### src/rtl/pipeline_stall_controller.sv
// ---------------------------------------------------------------------------
// pipeline_stall_controller
//
// Purpose:
//   Consumer side of the hazard-detection stall interface. Converts the
//   ID-stage stall request, branch/jump redirect, memory-ready handshakes and
//   the HLT decode into per-cycle write/flush/bubble enables for the PC,
//   IF/ID, ID/EX and later pipeline registers. Also keeps saturating
//   stall/flush event counters and a sticky stall-timeout watchdog.
//
// Parameters:
//   CNT_W        width of stall_count / flush_count
//   STALL_LIMIT  consecutive stall cycles tolerated before stall_timeout sets
//   DRAIN_CYCLES cycles spent retiring the back end after HLT before halting
//
// Ports:
//   clk            in   pipeline clock, rising edge
//   reset          in   asynchronous, active-high reset
//   stall          in   hazard-unit stall request (ID stage)
//   flush_req      in   taken branch / jump resolved in ID
//   i_ready        in   instruction memory returned a fetch this cycle
//   d_req          in   MEM stage has a data access outstanding
//   d_ready        in   data memory completed its access this cycle
//   halt_in        in   HLT decoded in ID
//   pc_write       out  PC register load enable
//   pc_sel         out  1 = load redirect target, 0 = PC+1
//   if_id_write    out  IF/ID register load enable
//   if_id_flush    out  load NOP into IF/ID (meaningful only with if_id_write)
//   id_ex_bubble   out  load all-zero control word into ID/EX
//   pipe_hold      out  freeze ID/EX, EX/MEM, MEM/WB during a memory wait
//   halted         out  processor halted
//   stall_timeout  out  sticky: stall held longer than STALL_LIMIT cycles
//   stall_count    out  saturating count of stall cycles
//   flush_count    out  saturating count of accepted flushes
// ---------------------------------------------------------------------------
module pipeline_stall_controller #(
    parameter int CNT_W        = 16,
    parameter int STALL_LIMIT  = 8,
    parameter int DRAIN_CYCLES = 3
) (
    input  logic             clk,
    input  logic             reset,
    input  logic             stall,
    input  logic             flush_req,
    input  logic             i_ready,
    input  logic             d_req,
    input  logic             d_ready,
    input  logic             halt_in,
    output logic             pc_write,
    output logic             pc_sel,
    output logic             if_id_write,
    output logic             if_id_flush,
    output logic             id_ex_bubble,
    output logic             pipe_hold,
    output logic             halted,
    output logic             stall_timeout,
    output logic [CNT_W-1:0] stall_count,
    output logic [CNT_W-1:0] flush_count
);

    localparam int CONSEC_W = $clog2(STALL_LIMIT + 1);
    localparam int DRAIN_W  = (DRAIN_CYCLES > 1) ? $clog2(DRAIN_CYCLES) : 1;

    typedef enum logic [1:0] {
        ST_RUN,
        ST_MEMWAIT,
        ST_DRAIN,
        ST_HALT
    } state_t;

    state_t               state_q, state_d;
    logic [DRAIN_W-1:0]   drain_cnt_q, drain_cnt_d;
    logic [CNT_W-1:0]     stall_cnt_q, stall_cnt_d;
    logic [CNT_W-1:0]     flush_cnt_q, flush_cnt_d;
    logic [CONSEC_W-1:0]  consec_q, consec_d;
    logic                 timeout_q, timeout_d;

    logic                 run_rules;
    logic                 stall_hit;
    logic                 flush_hit;

    // State register and all counters. Reset returns every flop to its idle
    // value immediately, so an interrupted memory wait or drain leaves nothing
    // behind.
    always_ff @(posedge clk or posedge reset) begin
        if (reset) begin
            state_q     <= ST_RUN;
            drain_cnt_q <= '0;
            stall_cnt_q <= '0;
            flush_cnt_q <= '0;
            consec_q    <= '0;
            timeout_q   <= 1'b0;
        end else begin
            state_q     <= state_d;
            drain_cnt_q <= drain_cnt_d;
            stall_cnt_q <= stall_cnt_d;
            flush_cnt_q <= flush_cnt_d;
            consec_q    <= consec_d;
            timeout_q   <= timeout_d;
        end
    end

    // Next state and enables. Outputs respond in the same cycle as the
    // inputs. The memory wait outranks everything so no instruction is lost
    // while data memory is busy. A MEMWAIT cycle in which d_ready arrives is
    // handled exactly like a RUN cycle, including a possible move to DRAIN.
    always_comb begin
        state_d      = state_q;
        drain_cnt_d  = drain_cnt_q;
        pc_write     = 1'b0;
        pc_sel       = 1'b0;
        if_id_write  = 1'b0;
        if_id_flush  = 1'b0;
        id_ex_bubble = 1'b0;
        pipe_hold    = 1'b0;
        halted       = 1'b0;
        run_rules    = 1'b0;
        stall_hit    = 1'b0;
        flush_hit    = 1'b0;

        case (state_q)
            ST_RUN: begin
                if (d_req && !d_ready) begin
                    pipe_hold = 1'b1;
                    state_d   = ST_MEMWAIT;
                end else begin
                    run_rules = 1'b1;
                end
            end
            ST_MEMWAIT: begin
                if (!d_ready) begin
                    pipe_hold = 1'b1;
                end else begin
                    run_rules = 1'b1;
                    state_d   = ST_RUN;
                end
            end
            ST_DRAIN: begin
                // A pending data access pauses the drain count.
                if (d_req && !d_ready) begin
                    pipe_hold = 1'b1;
                end else begin
                    id_ex_bubble = 1'b1;
                    if (drain_cnt_q == DRAIN_W'(DRAIN_CYCLES - 1)) begin
                        state_d     = ST_HALT;
                        drain_cnt_d = '0;
                    end else begin
                        drain_cnt_d = drain_cnt_q + 1'b1;
                    end
                end
            end
            ST_HALT: begin
                id_ex_bubble = 1'b1;
                halted       = 1'b1;
            end
            default: begin
                state_d = ST_RUN;
            end
        endcase

        // A stall holds a branch until its operands are ready, and a flush
        // squashes the HLT on the wrong path, hence this ordering.
        if (run_rules) begin
            if (stall) begin
                id_ex_bubble = 1'b1;
                stall_hit    = 1'b1;
            end else if (flush_req) begin
                pc_write    = 1'b1;
                pc_sel      = 1'b1;
                if_id_write = 1'b1;
                if_id_flush = 1'b1;
                flush_hit   = 1'b1;
            end else if (halt_in) begin
                state_d     = ST_DRAIN;
                drain_cnt_d = '0;
            end else if (!i_ready) begin
                if_id_write = 1'b1;
                if_id_flush = 1'b1;
            end else begin
                pc_write    = 1'b1;
                if_id_write = 1'b1;
            end
        end

        // While reset is held the front end is kept empty regardless of state.
        if (reset) begin
            pc_write     = 1'b0;
            pc_sel       = 1'b0;
            if_id_write  = 1'b0;
            if_id_flush  = 1'b1;
            id_ex_bubble = 1'b1;
            pipe_hold    = 1'b0;
            halted       = 1'b0;
        end
    end

    // Event counters saturate at all-ones. The watchdog run length clears on
    // any cycle without an applied stall; the sticky flag sets on the stall
    // cycle that would push the run past STALL_LIMIT.
    always_comb begin
        stall_cnt_d = stall_cnt_q;
        flush_cnt_d = flush_cnt_q;
        consec_d    = '0;
        timeout_d   = timeout_q;

        if (stall_hit) begin
            if (stall_cnt_q != '1) begin
                stall_cnt_d = stall_cnt_q + 1'b1;
            end
            if (consec_q == CONSEC_W'(STALL_LIMIT)) begin
                timeout_d = 1'b1;
                consec_d  = consec_q;
            end else begin
                consec_d = consec_q + 1'b1;
            end
        end

        if (flush_hit && (flush_cnt_q != '1)) begin
            flush_cnt_d = flush_cnt_q + 1'b1;
        end
    end

    assign stall_timeout = timeout_q;
    assign stall_count   = stall_cnt_q;
    assign flush_count   = flush_cnt_q;

endmodule
### config.mk
export PLATFORM = sky130hd
export DESIGN_NAME = pipeline_stall_controller
export DESIGN_NICKNAME = d
export VERILOG_FILES = /design/src/rtl/pipeline_stall_controller.sv
export SDC_FILE = /design/constraint.sdc
export NUM_CORES = 1
export LEC_CHECK = 0
export ABC_AREA = 1
export CAP_MARGIN = 20
export CORE_UTILIZATION = 35
export CTS_CLUSTER_SIZE = 8
export DETAILED_ROUTE_END_ITERATION = 6
export PLACE_DENSITY_LB_ADDON = 0.08
export SYNTH_ARGS = -nofsm -noshare
export SYNTH_HDL_FRONTEND = slang
export SYNTH_SLANG_ARGS = --single-unit
### constraint.sdc
create_clock -name clk -period 3 [get_ports clk]
set_input_delay 0.45 -clock clk [delete_from_list [all_inputs] [get_ports clk]]
set_output_delay 0.45 -clock clk [all_outputs]
set_load 0.01 [all_outputs]
[Word-level counts from Yosys, hierarchy flattened]
Index checks and enable logic that the tools add are counted.
Word-level totals
  register bits after elaboration: 41
  bits of input ports: 8
  output and inout bits: 40
  logic and storage cells: 79
Cells by class
  add/subtract/negate cells: 4
  equal/unequal tests: 8
  mux-type cells: 54
  reduce and logical (&&, ||, !) cells: 7
Operators by type and width (count)
  $mux 1: 33
  $add 16x1->16 const B: 2
  $ne 16x16->1 const B: 2
  $mux 2: 15
  $mux 4: 2
  $eq 2x2->1 const B: 3
  $pmux 1 s2: 3
  $pmux 2 s3: 1
  $add 4x1->4 const B: 1
  $eq 4x4->1 const B: 1
  $reduce_and 2->1: 2
  $add 2x1->2 const B: 1
  $eq 2x1->1 const B: 1
  $logic_and 1x1->1: 2
  $logic_not 2->1: 1
  $ne 2x2->1 const B: 1
  $reduce_or 2->1: 1
  $logic_not 1->1: 1

[Depth between registers and ports, before layout]
  depth after elaboration: 8
  depth in mapped cells: 10
  gate-level depth less buffers: 9

[Worst setup path before layout]
OpenSTA, ideal clock, no wires.
  path type: input to output
  from: in reset
  to: out if_id_flush
  arrival: 1.722 ns
  data required time: 2.550 ns
  setup slack: 0.828 ns
  cell stages on the path: 2
  path buffers: 0
  cells stage by stage: inv_1 -> o21ai_0
Between the ends
  cells in the longest elaborated chain, start to end: 1
Ends and longest elaborated chain
  start: declaration: line 42  | input logic reset,
  $mux 1: line 186  | if (reset) begin
  end: declaration: line 52  | output logic if_id_flush,
Every way passes these cells.

[Worst setup path in the final report]
  from: in d_req
  to: out pc_write
Between the ends
  cells in the longest elaborated chain, start to end: 5
Ends and longest elaborated chain
  start: declaration: line 46  | input logic d_req,
  $logic_and 1x1->1: line 123  | if (d_req && !d_ready) begin
  $mux 1: line 123
  $pmux 1 s2: line 121  | case (state_q)
  $mux 1: line 163  | if (run_rules) begin
  $mux 1: line 186
  end: declaration: line 49  | output logic pc_write,
Every way passes these cells.

==> run_results.csv <==
group,metric,value,unit
clocking,cts-htree-levels,2,
sta,maxSlewHeadroom,69.6,%
setup_path,start_kind,"input pin",
worst_hold_path,hp-class,"flip-flop to flip-flop",
grt,grt_pass1_vias,2222,
grt,antenna_found_initial,0,
layout,syn_to_final_growth,25.8,%
clocking,clockBufferDepth,2,
clocking,ctsResizeCount,0,
sta,period_needed,2.57,ns
setup_path,critPathTopFamily,"buffers and inverters",
clocking,cts-root-buf,"clkbuf_8",
synth,yosysSeqAreaShare,40.2,%
clocking,clk_latency,0.30,ns
clocking,postCtsHoldBufs,0,
sta,max_freq,389,MHz
setup_path,rr_endpoint,"flush_count[15]$_DFFE_PP0P_",
layout,fill_cells,729,
power_and_ir_drop,power_density,300,mW/mm^2
synth,synth_top_area_share,40.2,%
setup_path,path_class,"input pin to output pin",
synth,synth_most_common_cell,"nand2_1",
grt,grtUsageTotal,17.7,%
synth,yosysTopAreaCell,"dfrtp_1",
layout,diodes,0,
routing,ant_nets,0,
synth,synth_fp_nets,380,
setup_path,critPathLaunch,"d_req",
floorplan,rows,30,
sta,worstMarginPinSlew,0.456,ns
synth,synth.distinct_cells,27,
power_and_ir_drop,peakVddDrop,0.167,mV
synth,yosysWarnings,0,
sta,hold_viol_final,0,
setup_path,crit_end,"pc_write",
setup_path,reg2reg_depth,10,
clocking,clock_sinks,41,
synth,synth_edf_count,0,
sta,clock_skew,0.00906,ns
sta,rsz0062_at_grt,"no",
job,maxCapViolations,0,
routing,totalWireLength,6010,um
place,place.gp.congestion,0.813,
floorplan,dieHeight,87.4,um
synth,yosys-top-cells-count,"162 x nand2_1, 41 x dfrtp_1, 41 x nor2_1",
setup_path,r2r_start,"flush_count[0]$_DFFE_PP0P_",
routing,drc,0,
routing,dr_total_vias,2394,
setup_path,slowest_stage,"clkdlybuf4s50_1",
routing,wire_per_inst,11.6,um
clocking,clk_pin_slew_worst_paths,0.09,ns
setup_path,crit_path_max_incr_delay,0.53,ns
setup_path,critical_path_arrival,2.12,ns
floorplan,dieArea,0.00763,mm^2
setup_path,cp_common_cell,"clkdlybuf4s50_1",
synth,synthArstFlopShare,100,%
routing,dr.pass1.iters,4,
synth,ys_seq_elements,41,
setup_path,worstPathCellList,"clkdlybuf4s50_1, o21ai_2, nand3_1, nor3_1, o21a_1, clkdlybuf4s50_1",
grt,grt_max_degree,35,
grt,grt_pass1_wl,10600,um
setup_path,r2r_setup_slack,0.99,ns
synth,synth_top_flop_cell,"dfrtp_1",
floorplan,start_util,36.9,%
setup_path,crit_path_max_fanout,4,
sta,maxSlewViolCount,0,
clocking,cts_made_buffers,5,
clocking,cts_tree,"built",
place,post-dp-hpwl,4310,um
power_and_ir_drop,leakage,1.50,nW
sta,setup_tns,0,ns
sta,setup-violations-final,0,
floorplan,die_w,87.4,um
clocking,cts_setup_buffers,0,
layout,drive_above_1_share,5.70,%
synth,synthTopCellsByArea,"dfrtp_1 40%, nand2_1 24%, nor2_1 6.0%",
synth,netlist_area,0.00255,mm^2
synth,postSynthAreaPerCell,6.93,um^2
setup_path,path_buf_inv,2,
routing,initialDrtViolationCount,79,
layout,nets,432,
floorplan,io_pins,48,
setup_path,required,2.55,ns
status,status,"finished, final reports clean",
place,io_buffers,47,
place,pre_cts_slack,0.416,ns
setup_path,crit_cells,6,
grt,grt-ovfl-total,0,
synth,synthCells,368,
sta,fin_crit_sh,85.8,%
setup_path,endpoint_kind,"output pin",
routing,viasPerCell,4.63,
floorplan,coreArea,0.00691,mm^2
sta,timing.final.ws_setup,0.427,ns
-- worst min path at each step --
| stage | from | endpoint | slack, ns | depth (start not counted) |
|---|---|---|---|---|
| after global placement | stall_timeout$_DFFE_PP0P_ | stall_timeout$_DFFE_PP0P_ | 0.45 | 2 |
| after detailed placement | stall_timeout$_DFFE_PP0P_ | stall_timeout$_DFFE_PP0P_ | 0.45 | 2 |
| after CTS | stall_timeout$_DFFE_PP0P_ | stall_timeout$_DFFE_PP0P_ | 0.47 | 2 |
| after global routing | stall_timeout$_DFFE_PP0P_ | stall_timeout$_DFFE_PP0P_ | 0.53 | 2 |
| final | stall_timeout$_DFFE_PP0P_ | stall_timeout$_DFFE_PP0P_ | 0.47 | 2 |
| after floorplan | stall_timeout$_DFFE_PP0P_ | stall_timeout$_DFFE_PP0P_ | 0.50 | 2 |
-- sequential cells by signal, summed over array words and instances, names as in the netlist --
| signal | flops |
|---|---|
| drain_cnt_q | 2 |
| consec_q | 4 |
| state_q | 2 |
| stall_timeout | 1 |
| flush_count | 16 |
| stall_count | 16 |
-- through the flow --
stage	hold WS [ns]	instance area, um^2	instances	power [mW]	util [%]
after floorplan	0.500	2550	368	0.582	-
after global placement	0.448	3120	509	0.604	45.2
after detailed placement	0.450	3120	509	0.604	45.2
after CTS	0.474	3210	517	0.982	46.5
after global routing	0.526	3210	517	1.01	46.5
final	0.469	3210	517	0.963	46.5
-- routing by layer --
metal	up-vias	share of wire, %	GRT usage, %
li1	1254	-	-
met1	1102	53	24.8
met2	31	43	27.6
met3	7	3.2	3.79
met4	0	1.2	4.77
met5	-	0	0
-- cells in the final DEF, fill, tap and decap left out, drive strengths merged --
| cell | instances |
|---|---|
| inv | 37 |
| buf | 3 |
| xor2 | 10 |
| ha | 4 |
| a21oi | 1 |
| clkdlybuf4s50 | 47 |
| nand3 | 21 |
| dfrtp | 41 |
| clkinvlp | 1 |
| nand3b | 1 |
| clkinv | 2 |
| xnor2 | 6 |
| o21a | 1 |
| clkbuf | 5 |
| nor2 | 47 |
| o2111ai | 2 |
| o21ai | 15 |
| nor3 | 2 |
| nand4 | 12 |
| nand2 | 163 |
-- final cells by class --
cell class                      instances  area (um^2)  area share [%]
Clock buffer                            5         68.8            2.14
Clock inverter                          3         17.5           0.546
Inverter                               37          139            4.33
Multi-Input combinational cell        285         1350            41.9
Sequential cell                        41         1030            32.0
Tap cell                               96          120            3.74
Timing Repair Buffer                   50          493            15.4
-- where the power goes --
group	total, mW	internal [mW]	switching (mW)
clock network	0.371	0.161	0.210
registers	0.554	0.553	0.000656
logic	0.0378	0.0152	0.0227
-- worst register-to-register path: stages, from the launching register on --
cell and delay [ns]:
dfrtp_1 0.49, ha_1 0.33, inv_1 0.08, nor2_2 0.20, nand2_1 0.12, nor2_1 0.13, nor2_1 0.05, buf_4 0.20
inv_2 0.21, nand2_1 0.08, nand2_1 0.07
-- cell families (layout without fill, tap and decap cells) --
logic type | after synthesis | after routing | share of synthesized area [%]
AOI/OAI and AO/OA | 19 | 19 | 4.71
DFF | 41 | 41 | 40.2
and+or+nand+nor | 246 | 246 | 40.6
adders and majority gates | 4 | 4 | 1.96
buffers and inverters | 42 | 95 | 7.01
xor gates and xnor gates | 16 | 16 | 5.49
(Power assumes the default switching activity.)
